<file path="src/rtl/seg_display_arbiter.sv">
// Time-shares a 6-digit BCD display among three round-robin sources and a
// preempting alert source; all outputs are registered from the next-state decision.
module seg_display_arbiter #(
    parameter int DWELL_CYC = 50_000_000,
    parameter int ALERT_MIN = 25_000_000
) (
    input  logic        clk,
    input  logic        rst,
    input  logic [2:0]  req,
    input  logic [23:0] data0,
    input  logic [23:0] data1,
    input  logic [23:0] data2,
    input  logic        alert_req,
    input  logic [23:0] alert_data,
    output logic        alert_ack,
    output logic [23:0] data_out,
    output logic        blank,
    output logic [1:0]  owner,
    output logic        slot_start
);
    localparam int DW = $clog2(DWELL_CYC);
    localparam int AW = (ALERT_MIN > 1) ? $clog2(ALERT_MIN) : 1;
    localparam logic [DW-1:0] D_LAST = DW'(DWELL_CYC - 1);
    localparam logic [AW-1:0] A_LAST = AW'(ALERT_MIN - 1);

    localparam logic [1:0] S_IDLE  = 2'd0;
    localparam logic [1:0] S_SHOW  = 2'd1;
    localparam logic [1:0] S_ALERT = 2'd2;

    logic [1:0]    state;
    logic [DW-1:0] cnt;
    logic [AW-1:0] acnt;
    logic [1:0]    last;
    logic          intr_vld;

    // Returns {hit, idx}: first requester at base+1, base+2, base+3 (mod 3).
    function automatic logic [2:0] scan(input logic [2:0] r, input logic [1:0] base);
        logic [1:0] c;
        scan = 3'b000;
        c = base;
        for (int k = 0; k < 3; k++) begin
            c = (c == 2'd2) ? 2'd0 : c + 2'd1;
            if (!scan[2] && r[c])
                scan = {1'b1, c};
        end
    endfunction

    logic [2:0]  sc;
    logic        req_last;
    logic        to_alert, grant, go_idle;
    logic [1:0]  gidx;
    logic [1:0]  sel;
    logic [23:0] src;
    logic [23:0] nxt_data;

    assign sc = scan(req, last);

    // While showing, last equals the owner, so this doubles as the owner's request.
    always_comb begin
        case (last)
            2'd0:    req_last = req[0];
            2'd1:    req_last = req[1];
            2'd2:    req_last = req[2];
            default: req_last = 1'b0;
        endcase
    end

    always_comb begin
        to_alert = 1'b0;
        grant    = 1'b0;
        go_idle  = 1'b0;
        gidx     = sc[1:0];
        case (state)
            S_IDLE: begin
                if (alert_req)  to_alert = 1'b1;
                else if (sc[2]) grant    = 1'b1;
            end
            S_SHOW: begin
                if (alert_req) to_alert = 1'b1;
                else if (!req_last || cnt == D_LAST) begin
                    if (sc[2]) grant   = 1'b1;
                    else       go_idle = 1'b1;
                end
            end
            S_ALERT: begin
                if (acnt == A_LAST && !alert_req) begin
                    if (intr_vld && req_last) begin
                        grant = 1'b1;
                        gidx  = last;
                    end else if (sc[2]) grant   = 1'b1;
                    else                go_idle = 1'b1;
                end
            end
            default: go_idle = 1'b1;
        endcase
    end

    always_comb begin
        sel = grant ? gidx : owner;
        case (sel)
            2'd0:    src = data0;
            2'd1:    src = data1;
            default: src = data2;
        endcase
        if (to_alert || (state == S_ALERT && !grant && !go_idle))
            nxt_data = alert_data;
        else if (go_idle || (state == S_IDLE && !grant))
            nxt_data = '0;
        else
            nxt_data = src;
    end

    always_ff @(posedge clk) begin
        if (rst) begin
            state      <= S_IDLE;
            data_out   <= '0;
            blank      <= 1'b1;
            owner      <= 2'd0;
            alert_ack  <= 1'b0;
            slot_start <= 1'b0;
            cnt        <= '0;
            acnt       <= '0;
            last       <= 2'd2;
            intr_vld   <= 1'b0;
        end else begin
            alert_ack  <= 1'b0;
            slot_start <= 1'b0;
            data_out   <= nxt_data;
            if (to_alert) begin
                state      <= S_ALERT;
                owner      <= 2'd3;
                blank      <= 1'b0;
                acnt       <= '0;
                alert_ack  <= 1'b1;
                slot_start <= 1'b1;
                intr_vld   <= (state == S_SHOW);
            end else if (grant) begin
                state      <= S_SHOW;
                owner      <= gidx;
                last       <= gidx;
                blank      <= 1'b0;
                cnt        <= '0;
                slot_start <= 1'b1;
            end else if (go_idle) begin
                state <= S_IDLE;
                blank <= 1'b1;
            end else begin
                if (state == S_SHOW && cnt != D_LAST)
                    cnt <= cnt + 1'b1;
                if (state == S_ALERT && acnt != A_LAST)
                    acnt <= acnt + 1'b1;
            end
        end
    end
endmodule
</file>
<file path="config.mk">
export PLATFORM = sky130hd
export DESIGN_NAME = seg_display_arbiter
export DESIGN_NICKNAME = d
export VERILOG_FILES = /design/src/rtl/seg_display_arbiter.sv
export SDC_FILE = /design/constraint.sdc
export NUM_CORES = 1
export LEC_CHECK = 0
export ABC_AREA = 1
export CORE_ASPECT_RATIO = 1.25
export CORE_MARGIN = 5
export CORE_UTILIZATION = 55
export CTS_BUF_LIST = sky130_fd_sc_hd__clkbuf_2 sky130_fd_sc_hd__clkbuf_4 sky130_fd_sc_hd__clkbuf_8
export DETAILED_ROUTE_END_ITERATION = 7
export PLACE_DENSITY = 0.95
export SYNTH_ARGS = -nofsm -noshare
export SYNTH_HDL_FRONTEND = slang
export SYNTH_SLANG_ARGS = --single-unit
</file>
<file path="constraint.sdc">
create_clock -name clk -period 5.45 [get_ports clk]
set_clock_uncertainty 0.15 [all_clocks]
set_input_delay 0.545 -clock clk [delete_from_list [all_inputs] [get_ports clk]]
set_output_delay 0.545 -clock clk [all_outputs]
set_load 0.1 [all_outputs]
</file>
==> results.txt, run 1 <==
* Outcome: finished, final reports clean
* Kind of critical path: flip-flop to flip-flop
* Wire length after detailed routing: 16600 um
- Register-to-Register Setup Slack: ~1.6 ns
- Detailed placement finished with a half-perimeter wire length of 12000 um.
- Gates resized, CTS repair: 0
- The worst register-to-register path begins at acnt[0].
- Die outline area: 11400 um2
- After synthesis, the share of flip-flops with an asynchronous set or reset is 0%.
- Clock root buffer: sky130_fd_sc_hd__clkbuf_8
* Synth top area share: 32.9%
- Minimum period implied by the final worst setup slack: 3.86 ns
* Clock slew seen by the registers of the worst setup and hold paths: approximately 0.090 ns
- The cell area that synthesis handed to floorplanning was 5170 um2.
- Total negative slack for setup checks: 0 ns
- Cells with a size suffix above 1 make up 4.70% of the layout.
- TritonCTS clock tree: built
- Maximum capacitance violations: 0
* Residual DRC count: 0
- The clock drives 85 sinks.
- First DRT Iteration DRCs: 620
* Number of enable flip-flop cells after synthesis: 0
* Final Setup Violations: 0
* Hold violation total from the final report: 0
- The area growth from synthesis to layout is 27.5%.
- Measured against the total synthesized area, the mux share comes to 0%.
* Highest ir drop seen on vdd: 0.157 mV
- Of the total synthesized cell area, the portion taken by AND, OR, NAND and NOR gates is 43.9%.
- The slowest stage of the critical path belongs to the cell sky130_fd_sc_hd__nand2_2.
* R2r worst-path depth: 14
- Antenna violations before repair: 0
- Combinational cell fraction of total power: 39.2%
* Post-synth cell types: 36
- Cell-by-cell listing of the critical path: ha_1, nand3_1, nor2_2, nand3_1, nor2_2, nand2_1, nand2_1, nand2_1, nand2_1, nand2_2, nand3_1, nand3_1, nand2_1, a21oi_1
* Endpoint required time on the critical path: approximately 5.5 ns
- CTS built an H-tree with a depth of 3.
* Number of filler instances in the final layout: 761
- Measured along the y axis, the die boundary spans roughly 120 um.
- The via count of the first global-routing pass is 5445.
* Crit-path max FO: slightly below 50
* Latest clock arrival within the worst-skew pair: 0.36 ns
* Most numerous cell on the critical path: sky130_fd_sc_hd__nand2_1
- Top cells by area, synth: sky130_fd_sc_hd__dfxtp_1 (33%), sky130_fd_sc_hd__nand2_1 (16%), sky130_fd_sc_hd__nand3_1 (13%), sky130_fd_sc_hd__a21oi_1 (7.0%), sky130_fd_sc_hd__nor2_1 (4.5%)
- In the routed layout, each cell is associated on average with a via count of 5.70.
- STA classifies the critical path startpoint as a flip-flop.
- In this design, the stage delay of the slowest critical-path cell is 0.71 ns.
* TritonCTS Buffers: 9
- After synthesis, the largest family of logic cells by area is simple AND/OR/NAND/NOR gates.
- Power spread over the standard cell area amounts to 270 nW/um2.
* Period utilization: 70.9%
- Post-route antenna net violation count: 0
* HP Class: flip-flop to flip-flop
- In this run, synthesis produced a sequential element count of 85.
- The net count of the finished layout is 1014.
* Terminating pin of the worst hold path: intr_vld
- After Yosys synthesis, full adders, half adders and majority gates account for 0.484% of the synthesized area.
- Data on the critical path arrives at its endpoint at 3.95 ns.
- Cell type contributing the most total cell area after synthesis: sky130_fd_sc_hd__dfxtp_1
* Endpoint of the lowest-slack register-to-register path: data_out[12]
- Setup repair after global routing left no endpoint under its margin.
- After global routing the overflow that remains totals 0.
- The first detailed-routing pass ran for 5 iterations.
- Routability congestion estimate from global placement: 0.957
* Standard-cell row count: 39
* Gate count of the mapped netlist: 806
- After synthesis, the mean cell area works out to 6.41 um2.
- The total area inside the core boundary comes to 9170 um2.
- The first global-routing pass estimated 26600 um of wire.
* Leakage component of the power: 2.40 nW
- Drt wl/cell: 16.0 um
- Entering global routing, the biggest net connects 57 pins.
- Transition time at the pin with the least slew margin: 1.04 ns
* Synthesized-area fraction occupied by xor and xnor cells: under 10%
- Post-synthesis compound-gate area fraction: under 10%
* Vias post-DR: 5914
* I/O pin count: around 130
- Buffers added to address setup during post-CTS repair amount to 0.
- No sink is reached through more buffers than the 2 on the longest clock path.
- Top_reg_cell synth: sky130_fd_sc_hd__dfxtp_1
* Total internal power: around 1.0 mW
* Switching Power: roughly 740 uW
- Based on the critical path, the design can be clocked at up to between 0.2 and 0.3 GHz.
- Worst slack on hold paths: about 0.34 ns
- In this run the tightest slew margin relative to its limit is 30.7%.
- Cell depth of the worst hold path: 2
* Cts-stage hold buffer count: 0
* Switch share: 41.6%
- Number of buffers added on ports: 130
- When the netlist entered floorplanning its net count stood at between 900 and 1000.
- Critical path endpoint category: flip-flop
- In this run the horizontal extent of the chip is just under 100 um.
- Launch instance of the worst min-delay path: intr_vld
- Max-slew violation total from the final report: 0
- Global routing usage summed across all routing layers: 27.8%
- Share of total power in sequential cells: 38.0%
- Initial core utilization: 56.3%
- Register area share after synthesis: between 30% and 40%
* Share of power burned in the clock network: 22.9%
* YS warnings: 0
- The number of antenna diodes in the final layout is 0.
## power by group through the flow
stage	logic, mW	clock network, mW	registers (mW)
floorplan	0.302	0	0.899
global placement	0.681	0	0.688
detailed placement	0.690	0	0.688
CTS	0.694	0.406	0.674
global route	0.743	0.433	0.677
finish	0.696	0.406	0.674
## layer usage
| layer | vias to the layer above | global-route usage, % | routed length (um) |
|---|---|---|---|
| met4 | 0 | 15.9 | 863 |
| li1 | 2889 | - | - |
| met3 | 74 | 4.42 | 1190 |
| met5 | - | 0 | 0 |
| met1 | 2642 | 32.1 | 6100 |
| met2 | 309 | 48.4 | 8440 |
## flip-flops by register name, summed over array words and instances, names as in the netlist
signal,cells
acnt,25
alert_ack,1
blank,1
cnt,26
data_out,24
intr_vld,1
last,2
owner,2
slot_start,1
state,2
## through the flow
| step | setup WS (ns) | total power [mW] | instance area (um2) | util (%) | cells |
|---|---|---|---|---|---|
| 2_1_floorplan | 3.04 | 1.20 | 5170 | - | 806 |
| 3_3_place_gp | 1.60 | 1.37 | 6420 | 70.0 | 1022 |
| 3_5_place_dp | 1.45 | 1.38 | 6420 | 70.0 | 1022 |
| 4_1_cts | 1.61 | 1.77 | 6590 | 71.8 | 1037 |
| 5_1_grt | 1.24 | 1.85 | 6590 | 71.8 | 1037 |
| 6_report | 1.59 | 1.78 | 6590 | 71.8 | 1037 |
## cells in the final DEF (no fill, tap or decap), types with 14 or more instances in the layout
cell and count:
sky130_fd_sc_hd__nand2_1 219, sky130_fd_sc_hd__nand3_1 138, sky130_fd_sc_hd__clkdlybuf4s50_1 129, sky130_fd_sc_hd__dfxtp_1 85, sky130_fd_sc_hd__a21oi_1 72, sky130_fd_sc_hd__nor2_1 62
sky130_fd_sc_hd__inv_1 58, sky130_fd_sc_hd__nor3_1 24, sky130_fd_sc_hd__xor2_1 20, sky130_fd_sc_hd__nand4_1 19, sky130_fd_sc_hd__nor4_1 14
## worst max path at each step
stage / start / endpoint
global placement: req[1] / data_out[17]
global route: acnt[0] / data_out[9]
detailed placement: req[2] / data_out[12]
floorplan: acnt[0] / data_out[10]
CTS: acnt[0] / data_out[9]
finish: acnt[0] / data_out[12]
## cell type report
cell class	instances	area (um2)	area share (%)
inverters	58	218	3.30
well taps	123	154	2.34
multi-input cells	624	3040	46.1
clock inverters	4	25.0	0.380
repair buffers	132	1310	19.9
clock buffers	11	145	2.20
flip-flops and latches	85	1700	25.8
## Yosys cell counts, drive strengths merged, types with 3 or more instances
library cell	instances
inv	58
a211oi	3
nor3	24
o21ai	13
nor4	14
nor2	68
xor2	20
or2	9
dfxtp	85
buf	23
nand4	19
nand3	139
o21a	3
nand2	223
clkbuf	16
xnor2	6
a21oi	73
## worst max-delay path, delay by kind of cell, from the launching register on
| family | cells | cell delay, ns |
|---|---|---|
| DFF | 1 | 0.40 |
| and+or+nand+nor | 12 | 2.87 |
| AOI/OAI and AO/OA | 1 | 0.07 |
| adders and majority gates | 1 | 0.22 |
## cells by family after synthesis
family,count (synthesis)
AOI/OAI and AO/OA,93
xor gates and xnor gates,26
adders and majority gates,2
buffers and inverters,97
DFF,85
and+or+nand+nor,503
No activity file was read; power rests on OpenSTA's default activity.
==> run 2: changes to the inputs <==
--- a/config.mk
+++ b/config.mk
@@ -8,10 +8,10 @@
 export ABC_AREA = 1
 export CORE_ASPECT_RATIO = 1.25
 export CORE_MARGIN = 5
-export CORE_UTILIZATION = 55
+export CORE_UTILIZATION = 51
 export CTS_BUF_LIST = sky130_fd_sc_hd__clkbuf_2 sky130_fd_sc_hd__clkbuf_4 sky130_fd_sc_hd__clkbuf_8
 export DETAILED_ROUTE_END_ITERATION = 7
-export PLACE_DENSITY = 0.95
+export PLACE_DENSITY = 0.9
 export SYNTH_ARGS = -nofsm -noshare
 export SYNTH_HDL_FRONTEND = slang
 export SYNTH_SLANG_ARGS = --single-unit
==> constraint.sdc (replaced) <==
create_clock -name clk -period 3.7 [get_ports clk]
set_clock_uncertainty 0.15 [all_clocks]
set_input_delay 0.37 -clock clk [delete_from_list [all_inputs] [get_ports clk]]
set_output_delay 0.37 -clock clk [all_outputs]
set_load 0.1 [all_outputs]
==> run 2 against run 1 <==
Compared with the run above:
- design area increased by 2.9%
- sequential cell count unchanged
- maximum frequency increased by 20%
- critical path depth decreased by 1
- count of clock-buffer cells in the layout decreased by 1
- setup slack got worse by 1.1 ns
- via count decreased by 1.8%
- critical endpoint is now data_out[10]
- highest routed layer unchanged
==> results.txt, run 2 (synthesis results as in run 1) <==
- The beginning of the worst register-to-register path is acnt[0] (unchanged).
* Cell depth of the worst hold path: 3 (was 2)
* Register-to-Register Setup Slack: 0.48 ns (was 1.59 ns)
- Antenna violations before repair: 0 (unchanged)
- Outcome: finished, final reports clean (unchanged)
* Cell-by-cell listing of the critical path: ha_1, nand3_1, nor2_2, nand3_1, nor2_2, nand2_1, nand2_1, nand2_1, o21ai_2, nand3_1, nand3_1, nand2_1, a21oi_1 (was ha_1, nand3_1, nor2_2, nand3_1, nor2_2, nand2_1, nand2_1, nand2_1, nand2_1, nand2_2, nand3_1, nand3_1, nand2_1, a21oi_1)
- The most common cell after layout, fill and taps aside is sky130_fd_sc_hd__nand2_1 (unchanged).
- Leakage component of the power: 2.49 nW (was 2.40 nW)
* Minimum period implied by the final worst setup slack: 3.22 ns (was 3.86 ns)
* Power density over the cells: 432 nW/um2 (was 270 nW/um2)
- Post-route insts no fill: 1054 (was 1037)
- Post-route antenna net violation count: 0 (unchanged)
- The area inside the core boundary is 10000 um2 (was 9170 um2).
- Vias in the first global route: 5571 (was 5445)
* Period utilization: 86.9% (was 70.9%)
- Critical path endpoint category: flip-flop (unchanged)
- The overall die area was 12300 um2 (was 11400 um2).
- Timing-limited maximum frequency: 0.311 GHz (was 0.259 GHz)
* First DRT Iteration DRCs: 361 (was 620)
- The top fanout value on the critical path is 24 (was 49).
- HP Class: primary input to flip-flop (was flip-flop to flip-flop)
- The portion of total power attributed to combinational logic is 36.4% (was 39.2%).
- TritonCTS Buffers: 9 (unchanged)
- Post-DP HPWL: 12000 um (about the same)
* Crit-path slowest cell: sky130_fd_sc_hd__o21ai_2 (was sky130_fd_sc_hd__nand2_2)
* Switching Power: 1.11 mW (was 739 uW)
- The master cell of the clock root buffer is sky130_fd_sc_hd__clkbuf_8 (unchanged).
* Wire length of the first global-routing pass: 26100 um (was 26600 um)
* Max H-tree Level: 3 (unchanged)
- Final Setup Violations: 0 (unchanged)
- Max-Slew Margin vs Limit: 30.1% (was 30.7%)
* Antenna Diode Count: 0 (unchanged)
- The routability-driven placement congestion ratio is 1.01 (was 0.957).
- Die height: 123 um (was 118 um)
* TritonCTS clock tree: built (unchanged)
* Terminating pin of the worst hold path: acnt[13] (was intr_vld)
- Latest clock arrival within the worst-skew pair: 0.37 ns (was 0.36 ns)
- The final-report max-slew violation count is 0 (unchanged).
* Highest ir drop seen on vdd: 0.286 mV (was 0.157 mV)
- The total power was 2.93 mW (was 1.78 mW).
- RSZ-0062 raised after global routing: no (unchanged).
- The final core utilization is 67.8% (was 71.8%).
* Maximum capacitance violations: 0 (unchanged)
- Die width: 100 um (was 96.7 um)
- Drt wl/cell: 15.6 um (was 16.0 um)
- The starting density of the core was 51.7% (was 56.3%).
- The final hold violation count was 0 (unchanged).
- The share of total power in sequential cells was 34.0% (was 38.0%).
* Wire length after detailed routing: 16500 um (was 16600 um)
* Gates resized, CTS repair: 0 (unchanged)
* Cts-stage hold buffer count: 0 (unchanged)
- The clock tree buffer depth was 2 (unchanged).
- I/O pin count: 131 (unchanged)
- The average via count per standard cell was 5.51 (was 5.70).
* Endpoint of the lowest-slack register-to-register path: data_out[10] (was data_out[12])
- The final sum of negative setup slack is 0 ns (unchanged).
* Most frequent cells in the layout: sky130_fd_sc_hd__nand2_1 (219), sky130_fd_sc_hd__nand3_1 (138), sky130_fd_sc_hd__clkdlybuf4s50_1 (129), sky130_fd_sc_hd__dfxtp_1 (85), sky130_fd_sc_hd__a21oi_1 (72) (unchanged)
* Setup crit start kind: flip-flop (unchanged)
- The top register by number of flip-flops is cnt (unchanged).
- The remaining global-route overflow came to 0 (unchanged).
* Vias post-DR: 5807 (was 5914)
- The number of search-and-repair iterations in the first detailed-routing pass came to 5 (unchanged).
* Area Growth Syn to Fin: 31.2% (was 27.5%)
- Largest registers in the final layout: cnt: 26 flops, acnt: 25 flops, data_out: 24 flops (unchanged).
- The buffers plus inverters on the worst setup path is 0 (unchanged).
* Global routing usage summed across all routing layers: 26.3% (was 27.8%)
- Standard-cell row count: 41 (was 39)
- The count of buffers inserted at the top-level ports came to 130 (unchanged).
- The clock-pin slew reported for the worst setup and hold paths after clock tree synthesis is 0.08 ns (was 0.09 ns).
* Endpoint required time on the critical path: 3.85 ns (was 5.53 ns)
* Share of power burned in the clock network: 29.7% (was 22.9%)
* Clock sink total: 85 (unchanged)
- The number of flip-flops in the largest register is 26 (unchanged).
- The critical path data arrival time was 3.36 ns (was 3.95 ns).
- The depth of the critical timing path with buffers and inverters included came to 13 (was 14).
- Total internal power: 1.82 mW (was 1.04 mW)
* Launch instance of the worst min-delay path: rst (was intr_vld)
- The worst stage delay on the critical path came to 0.85 ns (was 0.71 ns).
- Maximum number of pins on one net before global-route repair: 56 (was 57)
- The cell depth of the worst flop-to-flop path is 13 (was 14).
- Placed insts: 1038 (was 1022)
* Setup bufs post-CTS: 0 (unchanged)
* Critical path's top delay family: simple AND/OR/NAND/NOR gates (unchanged)
* Final #Nets: 1024 (was 1014)
- The residual DRC count came to 0 (unchanged).
- Kind of critical path: flip-flop to flip-flop (unchanged)
- Share of cells above drive strength 1: 5.84% (was 4.70%)
- Switch share: 38.0% (was 41.6%)
- Transition time at the pin with the least slew margin: 1.05 ns (was 1.04 ns)
-- run 2: area by class of cell --
cell class	instances	area [um2]
sequential	85	1700
inverter	58	218
clock buffer	10	131
tap	129	161
timing repair buffer	142	1400
multi-input combinational	624	3040
fill	872	3220
clock inverter	6	135
-- run 2: worst max path at each step --
| stage | startpoint | to | slack (ns) |
|---|---|---|---|
| global route | acnt[0] | data_out[7] | 0.18 |
| global placement | alert_req | data_out[3] | 0.63 |
| detailed placement | req[2] | data_out[9] | 0.52 |
| CTS | acnt[0] | data_out[10] | 0.49 |
| finish | acnt[0] | data_out[10] | 0.48 |
| floorplan | acnt[0] | data_out[10] | 1.29 |
-- run 2: metal layers --
metal	track usage, %	up-vias	part of all wire (%)
li1	-	2899	-
met1	31.5	2681	40
met2	46.8	188	52
met3	3.75	39	5.0
met4	10.9	0	3.1
met5	0	-	0
-- run 2: stage by stage --
step	instance area, um2	hold WS (ns)	worst slack (ns)
global placement	6520	0.317	0.625
floorplan	5170	0.279	1.29
global route	6780	0.239	0.177
detailed placement	6520	0.324	0.523
finish	6780	0.198	0.484
CTS	6780	0.201	0.492
-- run 2: worst min-delay path: stages --
cell                     delay [ns]
sky130_fd_sc_hd__buf_2         0.10
sky130_fd_sc_hd__nor2_1        0.10
sky130_fd_sc_hd__o21a_1        0.11
-- run 2: power groups by stage --
stage | registers [mW] | clock network [mW] | logic [mW]
global route | 1.00 | 0.928 | 1.14
detailed placement | 1.02 | 0 | 1.06
floorplan | 1.32 | 0 | 0.445
finish | 0.996 | 0.869 | 1.07
CTS | 0.995 | 0.884 | 1.06
global placement | 1.02 | 0 | 1.05
==> run 3: changes to the inputs <==
==> constraint.sdc (replaced) <==
create_clock -name clk -period 3.7 [get_ports clk]
set_clock_uncertainty 0.15 [all_clocks]
set_input_delay 0.74 -clock clk [delete_from_list [all_inputs] [get_ports clk]]
set_output_delay 0.74 -clock clk [all_outputs]
set_load 0.1 [all_outputs]
==> run 3 against run 2 <==
Compared with the run above:
- combinational power about the same
- count of clock-buffer cells in the layout did not move
- die area did not move
- setup slack worse by 0.037 ns
- clock power shrank 20%
- design area fell by 0.72%
- hold slack improved by 0.13 ns
- critical endpoint is now data_out[19]
- largest cell class unchanged
- largest power group unchanged
==> results.txt, run 3 (synthesis results as in run 1) <==
* Outcome: finished, final reports clean (unchanged)
- Global route total overflow: 0 (unchanged)
* Die width: 100 um (unchanged)
* Cell-by-cell listing of the critical path: clkdlybuf4s50_1, nand3_1, nand3_1, nand2_1, inv_1, nand3_1, nand3_1, nand2_1, o21ai_2, nand3_1, nand3_1, nand2_1, a21oi_1 (was ha_1, nand3_1, nor2_2, nand3_1, nor2_2, nand2_1, nand2_1, nand2_1, o21ai_2, nand3_1, nand3_1, nand2_1, a21oi_1)
- The highest clock frequency the design can meet is 0.307 GHz (was 0.311 GHz).
- The cell depth of the worst flop-to-flop path came to 13 (unchanged).
* Final Setup Violations: 0 (unchanged)
* Drt wl/cell: 15.6 um (about the same)
- Number of buffers added on ports: 130 (unchanged)
* Post-DP HPWL: 12300 um (was 12000 um)
- Transition time at the pin with the least slew margin: 1.12 ns (was 1.05 ns)
* Switch share: 40.9% (was 38.0%)
- Average via count per standard cell: 5.51 (about the same)
- Number of filler instances in the final layout: 899 (was 872)
- The synthesis-to-layout area growth is 30.3% (was 31.2%).
* Setup crit start kind: primary input (was flip-flop)
- Standard-cell row count: 41 (unchanged)
* Combinational cell fraction of total power: 38.8% (was 36.4%)
- Largest registers in the final layout: cnt: 26 flops, acnt: 25 flops, data_out: 24 flops (unchanged)
- The clock-pin slew reported for the worst setup and hold paths after clock tree synthesis came to 0.09 ns (was 0.08 ns).
- Flip-flop count of the largest register, all copies and words added: 26 (unchanged)
* Launch instance of the worst min-delay path: cnt[5] (was rst)
* Critical path endpoint category: flip-flop (unchanged)
- TritonCTS Buffers: 9 (unchanged)
* Routability congestion estimate from global placement: 0.974 (was 1.01)
* Core outline area: 10000 um2 (unchanged)
- The worst hold endpoint was cnt[5] (was acnt[13]).
- Leakage component of the power: 2.48 nW (was 2.49 nW)
* Maximum capacitance violations: 0 (unchanged)
- Kind of critical path: primary input to flip-flop (was flip-flop to flip-flop)
- The clock tree buffer depth came to 2 (unchanged).
* Data arrival at the endpoint of the critical path: 3.39 ns (was 3.36 ns)
- The worst stage delay on the critical path came to 0.87 ns (was 0.85 ns).
- Die outline area: 12300 um2 (unchanged)
- The number of placed I/O pins came to 131 (unchanged).
* Share of power burned in the clock network: 25.1% (was 29.7%)
- The top fanout value on the critical path was 24 (unchanged).
- Cts-stage hold buffer count: 0 (unchanged)
* Clock root buffer: sky130_fd_sc_hd__clkbuf_8 (unchanged)
* Period utilization: 87.9% (was 86.9%)
* Gates resized, CTS repair: 0 (unchanged)
* Die height: 123 um (unchanged)
- Max-Slew Margin vs Limit: 25.7% (was 30.1%)
- The final-report max-slew violation count is 0 (unchanged).
* HP Class: flip-flop to flip-flop (was primary input to flip-flop)
* Total internal power: 1.63 mW (was 1.82 mW)
- Vias in the first global route: 5521 (was 5571)
- Most frequent cells in the layout: sky130_fd_sc_hd__nand2_1 (219), sky130_fd_sc_hd__nand3_1 (138), sky130_fd_sc_hd__clkdlybuf4s50_1 (126), sky130_fd_sc_hd__dfxtp_1 (85), sky130_fd_sc_hd__a21oi_1 (72) (was sky130_fd_sc_hd__nand2_1 (219), sky130_fd_sc_hd__nand3_1 (138), sky130_fd_sc_hd__clkdlybuf4s50_1 (129), sky130_fd_sc_hd__dfxtp_1 (85), sky130_fd_sc_hd__a21oi_1 (72))
* Endpoint of the lowest-slack register-to-register path: data_out[19] (was data_out[10])
- The post-CTS setup-driven buffer insertion count is 0 (unchanged).
- The number of diodes added for antenna fixing was 0 (unchanged).
- The share of cells above drive strength 1 came to 6.36% (was 5.84%).
- The initial antenna violation count was 0 (unchanged).
- The largest net degree at the start of global routing was 56 (unchanged).
- The residual DRC count came to 0 (unchanged).
- Worst slack on hold paths: 0.331 ns (was 0.198 ns)
* Global routing usage summed across all routing layers: 26.5% (was 26.3%)
* Total negative slack for setup checks: 0 ns (unchanged)
- Vias post-DR: 5823 (was 5807)
- Latest clock arrival within the worst-skew pair: 0.37 ns (about the same)
* Endpoint required time on the critical path: 3.84 ns (was 3.85 ns)
- Switching Power: 1.13 mW (was 1.11 mW)
* Cell depth of the worst hold path: 2 (was 3)
- The top register by number of flip-flops is cnt (unchanged).
- The master of the slowest instance on the critical path is sky130_fd_sc_hd__o21ai_2 (unchanged).
- Final #Nets: 1026 (was 1024)
* Clock sink total: 85 (unchanged)
- The remaining antenna violation count after routing was 0 (unchanged).
* Worst setup margin: 0.447 ns (was 0.484 ns)
* Share of total power in sequential cells: 36.1% (was 34.0%)
- The power density relative to cell area came to 410 nW/um2 (was 432 nW/um2).
* Max H-tree Level: 3 (unchanged)
* Leading cell type in the layout, fill and taps excluded: sky130_fd_sc_hd__nand2_1 (unchanged)
* Highest ir drop seen on vdd: 0.273 mV (was 0.286 mV)
- Setup slack after placement: 0.139 ns (was 0.523 ns)
* Hold violation total from the final report: 0 (unchanged)
* TritonCTS clock tree: built (unchanged)
- The beginning of the worst register-to-register path is acnt[0] (unchanged).
* Register-to-Register Setup Slack: 0.47 ns (was 0.48 ns)
- Wire length of the first global-routing pass: 26100 um (about the same)
- First DRT Iteration DRCs: 353 (was 361)
- Most numerous cell on the critical path: sky130_fd_sc_hd__nand3_1
* RSZ-0062 raised after global routing: no (unchanged)
* Count of TritonRoute iterations in the first routing pass: 6 (was 5)
- Minimum period implied by the final worst setup slack: 3.25 ns (was 3.22 ns)
* Wire length after detailed routing: 16500 um (about the same)
- The starting density of the core is 51.7% (unchanged).
==> run 3: cell count changes in the layout (fill, tap and decap cells not counted) <==
| cell | previous run | this run |
|---|---|---|
| sky130_fd_sc_hd__buf_4 | 11 | 16 |
| sky130_fd_sc_hd__clkbuf_8 | 9 | 10 |
| sky130_fd_sc_hd__clkinv_4 | 0 | 4 |
| sky130_fd_sc_hd__clkdlybuf4s50_1 | 129 | 126 |
| sky130_fd_sc_hd__clkbuf_4 | 1 | 0 |
| sky130_fd_sc_hd__bufinv_16 | 4 | 1 |
| sky130_fd_sc_hd__clkinvlp_4 | 2 | 1 |
==> run 3: cell type report <==
cell class / count / area (um2) / area share (%)
clock buffer: 10 / 138 / 2.04
clock inverter: 6 / 72.6 / 1.08
inverter: 58 / 218 / 3.23
multi-input combinational: 624 / 3040 / 45.1
sequential: 85 / 1700 / 25.3
tap: 129 / 161 / 2.40
timing repair buffer: 144 / 1410 / 20.9
==> run 3: power by group through the flow <==
stage / registers, mW / clock network (mW) / logic [mW]
after floorplan: 1.32 / 0 / 0.445
after global placement: 1.02 / 0 / 1.05
after detailed placement: 1.02 / 0 / 1.06
after CTS: 0.995 / 0.703 / 1.07
after global routing: 1.00 / 0.749 / 1.14
final: 0.996 / 0.694 / 1.07
==> run 3: layer usage <==
metal / share of wire [%] / vias up / global-route usage (%)
met4: 4.4 / 0 / 13.7
li1: - / 2915 / -
met1: 38 / 2649 / 30.6
met5: 0 / - / 0
met3: 5.7 / 54 / 3.75
met2: 52 / 205 / 47.2
==> run 3: worst max-delay path, delay by kind of cell <==
family	cells	cell delay, ns
AND/OR/NAND/NOR	9	1.00
AO/OA/AOI/OAI	2	1.05
buffers and inverters	2	0.59
==> run 3: worst max path at each step <==
stage | from | end | slack, ns
2_1_floorplan | alert_req | data_out[10] | 1.23
3_3_place_gp | req[1] | data_out[19] | 0.23
3_5_place_dp | req[1] | data_out[19] | 0.14
4_1_cts | req[2] | data_out[19] | 0.52
5_1_grt | acnt[0] | data_out[13] | 0.19
6_report | req[1] | data_out[19] | 0.45
==> run 3: per-stage QoR <==
step           util [%]  power [mW]  instances  area, um2
2_1_floorplan         -        1.77        806       5170
3_3_place_gp       65.2        2.07       1040       6520
3_5_place_dp       65.2        2.08       1040       6520
4_1_cts            67.3        2.76       1056       6730
5_1_grt            67.3        2.89       1056       6730
6_report           67.3        2.76       1056       6730
